--- src/rtl/if_fetch_queue.sv ---
// if_fetch_queue: instruction fetch with PC-tagged in-flight requests, in-order
// response queue with credit-based issue, and the IF/ID register for decode.
module if_fetch_queue #(
  parameter int          DEPTH     = 2,
  parameter int          MAX_OUT   = 2,
  parameter logic [31:0] NOP_INSTR = 32'h0000_0013
) (
  input  logic        clk,
  input  logic        reset,
  input  logic [31:0] pc_in,
  output logic        imem_req_valid,
  input  logic        imem_req_ready,
  output logic [31:0] imem_addr,
  input  logic        imem_rsp_valid,
  input  logic [31:0] imem_rsp_data,
  input  logic        id_stall,
  input  logic        flush,
  output logic        stall_PC,
  output logic        if_id_valid,
  output logic [31:0] if_id_pc,
  output logic [31:0] if_id_instr,
  output logic [31:0] if_id_pc4
);
  localparam int OW = $clog2(MAX_OUT) + 1;
  localparam int QW = $clog2(DEPTH) + 1;
  localparam int QP = $clog2(DEPTH);
  localparam int TP = (MAX_OUT > 1) ? $clog2(MAX_OUT) : 1;
  logic [OW-1:0] out_q, out_d, drop_q, drop_d;
  logic [QW-1:0] qcnt_q, qcnt_d;
  logic [QP-1:0] qwr_q, qwr_d, qrd_q, qrd_d;
  logic [TP-1:0] twr_q, twr_d, trd_q, trd_d;
  logic [31:0]   tag_q [MAX_OUT];
  logic [31:0]   qpc_q [DEPTH];
  logic [31:0]   qins_q [DEPTH];
  logic          valid_q, valid_d;
  logic [31:0]   pc_q, pc_d, instr_q, instr_d;
  logic          req_fire, rsp_fire, live, load, q_ne, q_pop, q_push, bypass;
  // issue only while every possible response still has a guaranteed queue slot
  assign imem_req_valid = reset & ~flush & (drop_q == '0) & (out_q < OW'(MAX_OUT))
                        & (int'(qcnt_q) + int'(out_q) < DEPTH);
  assign imem_addr = pc_in;
  assign req_fire  = imem_req_valid & imem_req_ready;
  assign stall_PC  = ~req_fire;
  assign rsp_fire  = imem_rsp_valid & (out_q != '0);
  assign live      = rsp_fire & ~flush & (drop_q == '0);
  assign load      = ~id_stall | ~valid_q;
  assign q_ne      = qcnt_q != '0;
  assign q_pop     = load & q_ne & ~flush;
  assign bypass    = load & ~q_ne & live;
  assign q_push    = live & ~bypass;
  assign out_d  = out_q + OW'(req_fire) - OW'(rsp_fire);
  assign drop_d = flush ? out_q - OW'(rsp_fire) : drop_q - OW'(rsp_fire && drop_q != '0);
  assign qcnt_d = flush ? '0 : qcnt_q + QW'(q_push) - QW'(q_pop);
  assign qwr_d  = flush ? '0 : qwr_q + QP'(q_push);
  assign qrd_d  = flush ? '0 : qrd_q + QP'(q_pop);
  assign twr_d  = !req_fire ? twr_q : (twr_q == TP'(MAX_OUT - 1)) ? '0 : twr_q + 1'b1;
  assign trd_d  = !rsp_fire ? trd_q : (trd_q == TP'(MAX_OUT - 1)) ? '0 : trd_q + 1'b1;
  assign valid_d = q_pop | bypass | (valid_q & ~flush & ~load);
  assign pc_d    = q_pop ? qpc_q[qrd_q] : bypass ? tag_q[trd_q] : pc_q;
  assign instr_d = q_pop ? qins_q[qrd_q] : bypass ? imem_rsp_data
                 : (flush | load) ? NOP_INSTR : instr_q;
  always_ff @(posedge clk or negedge reset) begin
    if (!reset) begin
      out_q   <= '0;
      drop_q  <= '0;
      qcnt_q  <= '0;
      qwr_q   <= '0;
      qrd_q   <= '0;
      twr_q   <= '0;
      trd_q   <= '0;
      valid_q <= 1'b0;
      pc_q    <= '0;
      instr_q <= NOP_INSTR;
    end else begin
      out_q   <= out_d;
      drop_q  <= drop_d;
      qcnt_q  <= qcnt_d;
      qwr_q   <= qwr_d;
      qrd_q   <= qrd_d;
      twr_q   <= twr_d;
      trd_q   <= trd_d;
      valid_q <= valid_d;
      pc_q    <= pc_d;
      instr_q <= instr_d;
    end
  end
  always_ff @(posedge clk) begin
    if (req_fire) tag_q[twr_q] <= pc_in;
    if (q_push) begin
      qpc_q[qwr_q]  <= tag_q[trd_q];
      qins_q[qwr_q] <= imem_rsp_data;
    end
  end
  assign if_id_valid = valid_q;
  assign if_id_pc    = pc_q;
  assign if_id_instr = instr_q;
  assign if_id_pc4   = pc_q + 32'd4;
endmodule

--- config.mk ---
export PLATFORM = sky130hd
export DESIGN_NAME = if_fetch_queue
export DESIGN_NICKNAME = d
export VERILOG_FILES = /design/src/rtl/if_fetch_queue.sv
export SDC_FILE = /design/constraint.sdc
export NUM_CORES = 1
export LEC_CHECK = 0
export BUFFER_PORTS_ARGS = -buffer_cell sky130_fd_sc_hd__buf_4
export CAP_MARGIN = 20
export CORE_ASPECT_RATIO = 0.8
export CORE_MARGIN = 2
export CORE_UTILIZATION = 45
export CTS_CLUSTER_SIZE = 30
export DETAILED_ROUTE_END_ITERATION = 10
export GPL_TIMING_DRIVEN = 0
export MAX_ROUTING_LAYER = met4
export PLACE_DENSITY = 0.67
export RECOVER_POWER = 50
export SLEW_MARGIN = 20
export SYNTH_ARGS = -nofsm -noshare
export SYNTH_HDL_FRONTEND = slang
export SYNTH_SLANG_ARGS = --single-unit
export TNS_END_PERCENT = 50
--- constraint.sdc ---
create_clock -name clk -period 12.42 [get_ports clk]
set_clock_uncertainty 0.05 [all_clocks]
set_input_delay 1.863 -clock clk [delete_from_list [all_inputs] [get_ports clk]]
set_output_delay 1.863 -clock clk [all_outputs]
set_load 0.005 [all_outputs]
==> results of run 1 <==
[per-stage QoR]
step                      worst slack (ns)  hold slack (ns)  power [W]
after detailed placement              6.66            0.471    0.00212
after global placement                1.89            0.426    0.00210
after CTS                             6.66            0.486    0.00288
after global routing                  3.59            0.499    0.00298
after floorplan                       4.87            0.411    0.00169
final                                 4.44            0.480    0.00282
[power groups by stage]
stage,combinational [W],clock [W],sequential [W]
floorplan,0.000484,0,0.00121
global placement,0.000866,0,0.00124
detailed placement,0.000882,0,0.00124
CTS,0.000887,0.000766,0.00122
global route,0.000934,0.000805,0.00124
finish,0.000846,0.000756,0.00122
[critical path: stages]
cell and delay (ns):
clkbuf_1 3.02, nand2b_1 0.08, nor4_1 0.57, nand2_1 0.29, buf_4 0.22
[Yosys cell counts]
| master | n |
|---|---|
| and2_1 | 1 |
| nor3b_1 | 1 |
| ha_1 | 7 |
| o21bai_1 | 1 |
| nor3_1 | 10 |
| xor2_1 | 19 |
| or2_2 | 1 |
| o31ai_1 | 5 |
| and4_1 | 5 |
| a221o_1 | 1 |
| nand3_1 | 10 |
| nand2b_1 | 3 |
| a211o_1 | 1 |
| a21oi_2 | 1 |
| and3_1 | 3 |
| mux2i_1 | 45 |
| a22oi_1 | 17 |
| nor3_4 | 1 |
| o21a_1 | 1 |
| edfxtp_1 | 192 |
| nor2b_1 | 2 |
| or3_1 | 1 |
| buf_4 | 34 |
| nand4_2 | 1 |
| fa_1 | 1 |
| xnor2_1 | 18 |
| nor4_1 | 7 |
| or3_4 | 1 |
| o22ai_1 | 35 |
| nand4_1 | 5 |
| mux2_2 | 52 |
| o21ai_0 | 28 |
| nor2_1 | 88 |
| nand2_1 | 13 |
| buf_2 | 22 |
| o21ai_2 | 1 |
| dfrtp_1 | 72 |
| a211oi_1 | 1 |
| inv_1 | 8 |
| clkbuf_1 | 16 |
| a21oi_1 | 41 |
| dfstp_2 | 3 |
[registers in the layout, summed over array words and instances, names as in the netlist]
signal and flops:
qwr_q 1, if_id_valid 1, qpc_q 64, qins_q 64, trd_q 1, tag_q 64, qrd_q 1, if_id_pc 32
out_q 2, twr_q 1, if_id_instr 32, qcnt_q 2, drop_q 2
[routing by layer]
layer,track usage [%],wire length [um],vias up
met5,-,0,-
met4,4.07,411,0
met3,2.47,1470,29
met2,28.6,11000,227
met1,29.9,12200,3524
li1,-,-,3339
[path summary, 6_finish.rpt]
kind | from | to | slack, ns | cells past startpoint
max in group asynchronous | reset | if_id_instr[5] | 7.03 | 1
worst min register to register | if_id_instr[12] | if_id_instr[12] | 0.48 | 2
min in group asynchronous | reset | if_id_pc[6] | 2.85 | 1
worst min-delay path | if_id_instr[12] | if_id_instr[12] | 0.48 | 2
worst max-delay path | reset | stall_PC | 4.44 | 5
worst max register to register | out_q[1] | qins_q[0][5] | 9.41 | 8
[logic make-up (layout without fill, tap and decap cells)]
logic type	after synthesis	count (layout)	share of synthesized area (%)
AOI/OAI and AO/OA	133	133	7.12
xor gates and xnor gates	37	37	2.93
adders and majority gates	8	8	0.972
buffers and inverters	80	340	4.11
DFF	267	267	69.1
muxes	97	97	9.36
and+or+nand+nor	153	153	6.45
[area by class of cell]
| class | count | area [um^2] |
|---|---|---|
| repair buffers | 211 | 1360 |
| multi-input cells | 428 | 2990 |
| clock buffers | 34 | 732 |
| fillers | 2081 | 10600 |
| inverters | 8 | 30.0 |
| well taps | 318 | 398 |
| flip-flops and latches | 267 | 7650 |
| plain buffers | 72 | 420 |
| clock inverters | 15 | 101 |
==> impl_metrics.tcl, run 1 <==
set metrics [dict create \
    postCtsSetupBuffers 0 \
    via_count 7119 \
    timing.final.hold_violations 0 \
    crit_path_end_kind "output pin" \
    syn_nets 853 \
    p_sw_w 0.000872 \
    fin_crit_ns 7.98 \
    max-cap-violations 1 \
    utilization_pct 56.4 \
    drt-total-wl_um 25100 \
    crit_type "in2out" \
    cp.required_ns 10.51 \
    antenna_found_initial 0 \
    min_path_type "reg2reg" \
    die_h_um 144 \
    synth_cell_type_count 42 \
    drtIter0Drc 569 \
    tightest_slew_ns 4.38 \
    worstPathArrival_ns 6.07 \
    drc 0 \
    postPlaceCellArea_um2 13100 \
    initial_core_util_pct 45.7 \
    violations "capacitance limit, slew limit" \
    diodes 0 \
    die_w_um 179 \
    leakage_nw 5.20 \
    yosys.area.top_type "edfxtp_1" \
    cts_hold_buf 0 \
    drive_gt1_share_pct 25.0 \
    ios 201 \
    syn2layout_area_growth_pct 23.6 \
    cts.htree.levels 1 \
    slew_violations 77 \
    fin_crit_sh_pct 64.3 \
    ys_seq_area_share_pct 69.1 \
    grt_max_degree 77 \
    final_common_cell "edfxtp_1" \
    dieArea_um2 25900 \
    final_cell_mix "edfxtp_1, buf_4, clkbuf_1" \
    ys_ff_latch 267 \
    path_max_fanout 76 \
    port_buffers 200 \
    cts_sinks 267 \
    fin_area_um2 13700 \
    final_nets 1093 \
    grt_first_pass_wirelength_um 37800 \
    cts-root-buf "clkbuf_16" \
    outcome "finished, violations left" \
    fin_tns_setup_ns 0 \
    ys_warn_count 0 \
    syn_inst 775 \
    p_int_w 0.00195 \
    fmax_mhz 125 \
    post-synth-top-area-fraction_pct 52.1 \
    rsz0062_at_grt "no" \
    clockBufferDepth 3 \
    coreArea_um2 24200 \
    avgSynthCellArea_um2 14.3 \
    clock_latency_ns 0.52 \
    cts_tree "yes" \
    overflow 0 \
    first_pass_iters 6 \
    grt_use_total_pct 19.7 \
    detail_route.wl_per_cell_um 18.5 \
    finalSetupViolCount 0 \
    cts_made_buffers 27 \
    cts_resized 0 \
    vias_per_cell 5.26 \
    p_per_area_nw_per_um2 206 \
    place_congestion 0.796 \
    netlist_top_cells_area "edfxtp_1, dfrtp_1, mux2_2" \
    path_clk_slew_ns 0.06 \
    layout.cells.non_filler 1353 \
    p_sw_share_pct 30.9 \
    clock_power_share_pct 26.8 \
    first_global_vias 6757 \
    dp_cells 1304 \
    ir_worst_vdd_uv 108 \
    sequentialPowerShare_pct 43.3 \
    ant_nets 0 \
    slew_headroom_pct -192 \
    power_frac_comb_pct 30.0 \
    start_kind "input pin" \
    rows 51 \
    hpwlAfterDp_um 17700 \
    synth_area_um2 11100 \
]
No activity file was read; power rests on OpenSTA's default activity.
==> run 2: changes to the inputs <==
--- a/config.mk
+++ b/config.mk
@@ -5,6 +5,7 @@
 export SDC_FILE = /design/constraint.sdc
 export NUM_CORES = 1
 export LEC_CHECK = 0
+export ABC_AREA = 1
 export BUFFER_PORTS_ARGS = -buffer_cell sky130_fd_sc_hd__buf_4
 export CAP_MARGIN = 20
 export CORE_ASPECT_RATIO = 0.8
@@ -14,7 +15,7 @@
 export DETAILED_ROUTE_END_ITERATION = 10
 export GPL_TIMING_DRIVEN = 0
 export MAX_ROUTING_LAYER = met4
-export PLACE_DENSITY = 0.67
+export PLACE_DENSITY = 0.69
 export RECOVER_POWER = 50
 export SLEW_MARGIN = 20
 export SYNTH_ARGS = -nofsm -noshare
==> constraint.sdc (replaced) <==
create_clock -name clk -period 6.8 [get_ports clk]
set_clock_uncertainty 0.05 [all_clocks]
set_input_delay 1.02 -clock clk [delete_from_list [all_inputs] [get_ports clk]]
set_output_delay 1.02 -clock clk [all_outputs]
set_load 0.005 [all_outputs]
==> run 2 against run 1 <==
  * The flow now finishes without violations
  * Worst setup slack worse by 1.2 ns
  * Utilization grew 0.23 points
  * Critical path type unchanged
  * Sequential power increased by 84%
  * Total power grew 93%
  * Largest power group unchanged
  * Largest cell class unchanged
==> impl_metrics.tcl, run 2 <==
set metrics [dict create \
    syn2layout_area_growth_pct 22.5 \
    async_flop_share_pct 28.1 \
    crit_path_start "reset" \
    ys_ff_latch 267 \
    ios 201 \
    initial_core_util_pct 46.2 \
    cts_made_buffers 28 \
    cts_tree "yes" \
    synth_area_um2 11800 \
    cts_resized 0 \
    finalSetupViolCount 0 \
    p_per_area_nw_per_um2 377 \
    p_int_w 0.00356 \
    coreArea_um2 25500 \
    yosys.area.top_type "edfxtp_1" \
    min_path_type "in2async" \
    clock_latency_ns 0.54 \
    multiInputGateArea_um2 3440 \
    final_common_cell "nand2_1" \
    cts_sinks 267 \
    max-cap-violations 0 \
    antenna_found_initial 0 \
    syn_nets 1230 \
    timing.final.hold_violations 0 \
    synth_flop_cell "edfxtp_1" \
    postCtsSetupBuffers 0 \
    grt_max_degree 77 \
    reg2reg_from "qcnt_q[0]" \
    via_count 8667 \
    avgSynthCellArea_um2 10.2 \
    ir_worst_vdd_uv 216 \
    cts.htree.levels 1 \
    die_w_um 185 \
    synth_common_cells "nand2_1, edfxtp_1, nand3_1, dfrtp_1, nor2_1" \
    crit_type "in2out" \
    ys_seq_area_share_pct 64.8 \
    crit_path_end_kind "output pin" \
    diodes 0 \
    netlist_top_cells_area "edfxtp_1, nand2_1, dfrtp_1" \
    drive_gt1_share_pct 19.7 \
    layout.cells.non_filler 1759 \
    final_nets 1464 \
    slew_violations 0 \
    outcome "finished, final reports clean" \
    dieArea_um2 27500 \
    final_cell_mix "nand2_1, edfxtp_1, buf_4" \
    path_clk_slew_ns 0.06 \
    reg2reg_to "tag_q[0][16]" \
    port_buffers 199 \
    first_pass_iters 5 \
    synth_cell_type_count 35 \
    tightest_slew_ns 0.785 \
    fmax_mhz 280 \
    rsz0062_at_grt "no" \
    grt_use_total_pct 22.4 \
    cp_slowest_stage_delay_ns 0.53 \
    syn_inst 1152 \
    first_global_vias 8255 \
    fin_crit_ns 3.57 \
    synth-edff-count 192 \
    clockBufferDepth 3 \
    drtIter0Drc 573 \
    leakage_nw 6.25 \
    drc 0 \
    place_congestion 0.960 \
    drt-total-wl_um 30100 \
    cts_hold_buf 0 \
    clock_power_share_pct 27.2 \
    r2r_slack_ns 4.01 \
    vias_per_cell 4.93 \
    worstPathArrival_ns 2.50 \
    cp.required_ns 5.73 \
    hpwlAfterDp_um 21200 \
    cts-root-buf "clkbuf_16" \
    timing.reg2reg.worst_path_depth 9 \
    sequentialPowerShare_pct 41.2 \
    p_sw_w 0.00189 \
    start_kind "input pin" \
    ant_nets 0 \
    power_frac_comb_pct 31.7 \
    slew_headroom_pct 47.7 \
    slowest_stage "buf_6" \
    grt_first_pass_wirelength_um 45900 \
    rows 52 \
    synth.most_common_cell "nand2_1" \
    overflow 0 \
    ys_warn_count 0 \
    fin_tns_setup_ns 0 \
    cp-endpoint "stall_PC" \
    p_sw_share_pct 34.7 \
    n_fill_cell 2295 \
    fin_crit_sh_pct 52.4 \
    layout.area.seq_um2 7650 \
    cp_cell_sequence "buf_6, nand3_1, nor2_1, nand2_1, buf_4" \
    detail_route.wl_per_cell_um 17.1 \
    top_regs "qins_q: 64 flops, qpc_q: 64 flops, tag_q: 64 flops" \
    dp_cells 1707 \
    post-synth-top-area-fraction_pct 48.9 \
    path_max_fanout 76 \
    die_h_um 149 \
]
-- run 2: worst min path at each step --
stage	start	end	slack, ns	cells after the start
6_report	reset	if_id_instr[19]	0.45	1
5_1_grt	if_id_instr[5]	if_id_instr[5]	0.47	2
3_3_place_gp	if_id_instr[18]	if_id_instr[18]	0.43	2
2_1_floorplan	if_id_instr[10]	if_id_instr[10]	0.44	2
3_5_place_dp	if_id_instr[20]	if_id_instr[20]	0.43	2
4_1_cts	if_id_instr[18]	if_id_instr[18]	0.45	2
-- run 2: cells by family after synthesis --
| kind of cell | synth area share [%] |
|---|---|
| AO/OA/AOI/OAI | 2.21 |
| XOR/XNOR | 1.63 |
| adder cells (fa/ha/maj) | 0.912 |
| buffers and inverters | 5.88 |
| flip-flops | 64.8 |
| multiplexers | 0.0849 |
| AND/OR/NAND/NOR | 24.5 |
-- run 2: cell type report --
cell class | instances | share of cell area (%)
buffer | 81 | 3.39
sequential | 267 | 52.9
inverter | 37 | 0.987
clock inverter | 7 | 0.450
timing repair buffer | 204 | 9.60
clock buffer | 45 | 5.79
multi-input combinational | 767 | 23.8
tap | 351 | 3.04
-- run 2: metrics by stage --
| stage | utilization [%] | cell area, um^2 | hold slack (ns) | setup slack [ns] | power [W] |
|---|---|---|---|---|---|
| after global routing | 56.6 | 14400 | 0.473 | 3.08 | 0.00576 |
| after detailed placement | 54.4 | 13900 | 0.434 | 2.95 | 0.00406 |
| final | 56.6 | 14400 | 0.446 | 3.23 | 0.00545 |
| after floorplan | - | 11800 | 0.439 | 2.04 | 0.00318 |
| after CTS | 58.0 | 14800 | 0.451 | 2.95 | 0.00555 |
| after global placement | 53.8 | 13700 | 0.431 | 0.219 | 0.00401 |
-- run 2: routing by layer --
metal,up-vias,GRT usage [%],part of all wire (%)
met1,4136,29.6,44
met4,0,6.07,2.0
met5,-,-,0
li1,4240,-,-
met2,251,36.2,48
met3,40,3.83,6.2
-- run 2: power groups by stage --
stage          combinational [W]  sequential (W)  clock [W]
2_1_floorplan            0.00100         0.00218          0
3_3_place_gp             0.00174         0.00227          0
3_5_place_dp             0.00179         0.00227          0
4_1_cts                  0.00180         0.00224    0.00151
5_1_grt                  0.00193         0.00226    0.00157
6_report                 0.00173         0.00224    0.00148
-- run 2: worst max-delay path: cells and delay by family --
family / cells / cell delay (ns)
buffers and inverters: 2 / 0.75
AND/OR/NAND/NOR: 3 / 0.65
==> run 3: changes to the inputs <==
--- a/config.mk
+++ b/config.mk
@@ -15,7 +15,7 @@
 export DETAILED_ROUTE_END_ITERATION = 10
 export GPL_TIMING_DRIVEN = 0
 export MAX_ROUTING_LAYER = met4
-export PLACE_DENSITY = 0.69
+export PLACE_DENSITY = 0.66
 export RECOVER_POWER = 50
 export SLEW_MARGIN = 20
 export SYNTH_ARGS = -nofsm -noshare
==> constraint.sdc (replaced) <==
create_clock -name clk -period 3.3 [get_ports clk]
set_clock_uncertainty 0.05 [all_clocks]
set_input_delay 0.495 -clock clk [delete_from_list [all_inputs] [get_ports clk]]
set_output_delay 0.495 -clock clk [all_outputs]
set_load 0.005 [all_outputs]
==> run 3 against run 2 <==
  * Worst setup slack lost 2.9 ns
  * Critical path type is now reg2out
  * Routed wire length shrank 1.8%
  * Final cell count is essentially flat
  * Combinational power grew 110%
  * Critical endpoint unchanged
  * The flow now finishes with violations (hold timing)
  * Die area is the same
==> impl_metrics.tcl, run 3 (same netlist as run 2, synthesis figures left out) <==
set metrics [dict create \
    postPlaceCellArea_um2 13900 \
    first_global_vias 8342 \
    clockBufferDepth 3 \
    finalSetupViolCount 0 \
    cts_made_buffers 28 \
    cts_sinks 267 \
    tightest_slew_ns 0.765 \
    r2r_slack_ns 0.57 \
    final_nets 1465 \
    outcome "finished, violations left" \
    syn2layout_area_growth_pct 23.3 \
    coreArea_um2 25500 \
    reg2reg_to "tag_q[0][24]" \
    top_regs "qins_q: 64 flops, qpc_q: 64 flops, tag_q: 64 flops" \
    max-cap-violations 0 \
    detail_route.wl_per_cell_um 16.8 \
    first_pass_iters 5 \
    grt_use_total_pct 22.4 \
    finalWorstSetupSlack_ns 0.367 \
    rows 52 \
    via_count 8630 \
    postCtsSetupBuffers 0 \
    slew_headroom_pct 49.0 \
    cts-root-buf "clkbuf_16" \
    fin_crit_ns 2.93 \
    slew_violations 0 \
    place_ws_ns 0.160 \
    start_kind "flop" \
    die_h_um 149 \
    ir_worst_vdd_uv 427 \
    place_congestion 0.906 \
    rsz0062_at_grt "no" \
    ios 201 \
    timing.reg2reg.worst_path_depth 9 \
    worstPathArrival_ns 2.39 \
    fin_area_um2 14500 \
    leakage_nw 6.27 \
    ant_nets 0 \
    hpwlAfterDp_um 20700 \
    violations "hold timing" \
    path_max_fanout 5 \
    cts_resized 0 \
    cts_hold_buf 0 \
    cts_tree "yes" \
    drive_gt1_share_pct 20.2 \
    reg2reg_from "qcnt_q[0]" \
    port_buffers 199 \
    cp.required_ns 2.75 \
    diodes 0 \
    drc 0 \
    drt-total-wl_um 29500 \
    p_per_area_nw_per_um2 774 \
    clock_latency_ns 0.53 \
    min_path_type "in2async" \
    crit_type "reg2out" \
    die_w_um 185 \
    overflow 0 \
    cts.htree.levels 1 \
    initial_core_util_pct 46.2 \
    drtIter0Drc 434 \
    vias_per_cell 4.90 \
    fin_crit_sh_pct 88.9 \
    timing.final.hold_violations 38 \
    path_clk_slew_ns 0.06 \
    final_cell_mix "nand2_1, edfxtp_1, buf_4" \
    antenna_found_initial 0 \
    fmax_mhz 341 \
    grt_first_pass_wirelength_um 45900 \
    whs_ns -0.0420 \
    grt_max_degree 77 \
    crit_path_end_kind "output pin" \
    dieArea_um2 27500 \
    final_common_cell "nand2_1" \
]
[run 3: changes by cell type in the layout (fill, tap and decap cells not counted), moves of 4 or more]
| cell | before | now |
|---|---|---|
| buf_4 | 169 | 109 |
| clkbuf_4 | 3 | 60 |
| clkbuf_1 | 103 | 95 |
| buf_6 | 6 | 11 |
| clkinv_1 | 1 | 5 |
[run 3: worst max path at each step]
stage | cells after the start | slack (ns) | end | start
global placement | 5 | -1.68 | tag_q[0][22] | reset
floorplan | 8 | 0.06 | tag_q[0][0] | qcnt_q[0]
finish | 8 | 0.37 | stall_PC | qcnt_q[0]
CTS | 8 | 0.35 | stall_PC | qcnt_q[0]
global route | 8 | 0.23 | stall_PC | qcnt_q[0]
detailed placement | 6 | 0.16 | tag_q[0][22] | reset
[run 3: routing by layer]
layer  GRT usage (%)  up-vias  routed length [um]
li1                -     4228                   -
met4            6.51        0                 806
met1            30.1     4123               13300
met3            3.74       50                1690
met5               -        -                   0
met2            35.5      229               13800
[run 3: where the power goes]
| group | switching [W] | total (W) | internal, W |
|---|---|---|---|
| Combinational | 0.00213 | 0.00361 | 0.00148 |
| Clock | 0.00125 | 0.00303 | 0.00178 |
| Sequential | 0.000530 | 0.00461 | 0.00408 |
[run 3: metrics by stage]
| stage | power, W | TNS [ns] | utilization (%) | instances |
|---|---|---|---|---|
| detailed placement | 0.00835 | 0 | 54.5 | 1708 |
| global route | 0.0119 | 0 | 57.0 | 1760 |
| finish | 0.0113 | 0 | 57.0 | 1760 |
| global placement | 0.00826 | -240.00 | 53.8 | 1702 |
| CTS | 0.0114 | 0 | 58.0 | 1760 |
| floorplan | 0.00655 | 0 | - | 1152 |
[run 3: area by class of cell]
cell class                      count  area (um^2)
Multi-Input combinational cell    767         3490
Timing Repair Buffer              205         1400
Tap cell                          351          439
Buffer                             81          538
Fill cell                        2309        11000
Clock buffer                       42          816
Inverter                           37          145
Clock inverter                     10         72.6
Sequential cell                   267         7650
[run 3: worst max-delay path, stage by stage, from the launching register on]
cell     delay [ns]
dfrtp_1        0.43
nand2_1        0.09
inv_1          0.05
fa_1           0.43
nor2_1         0.10
nand2_1        0.07
nor2_1         0.21
nand2_1        0.26
buf_4          0.22
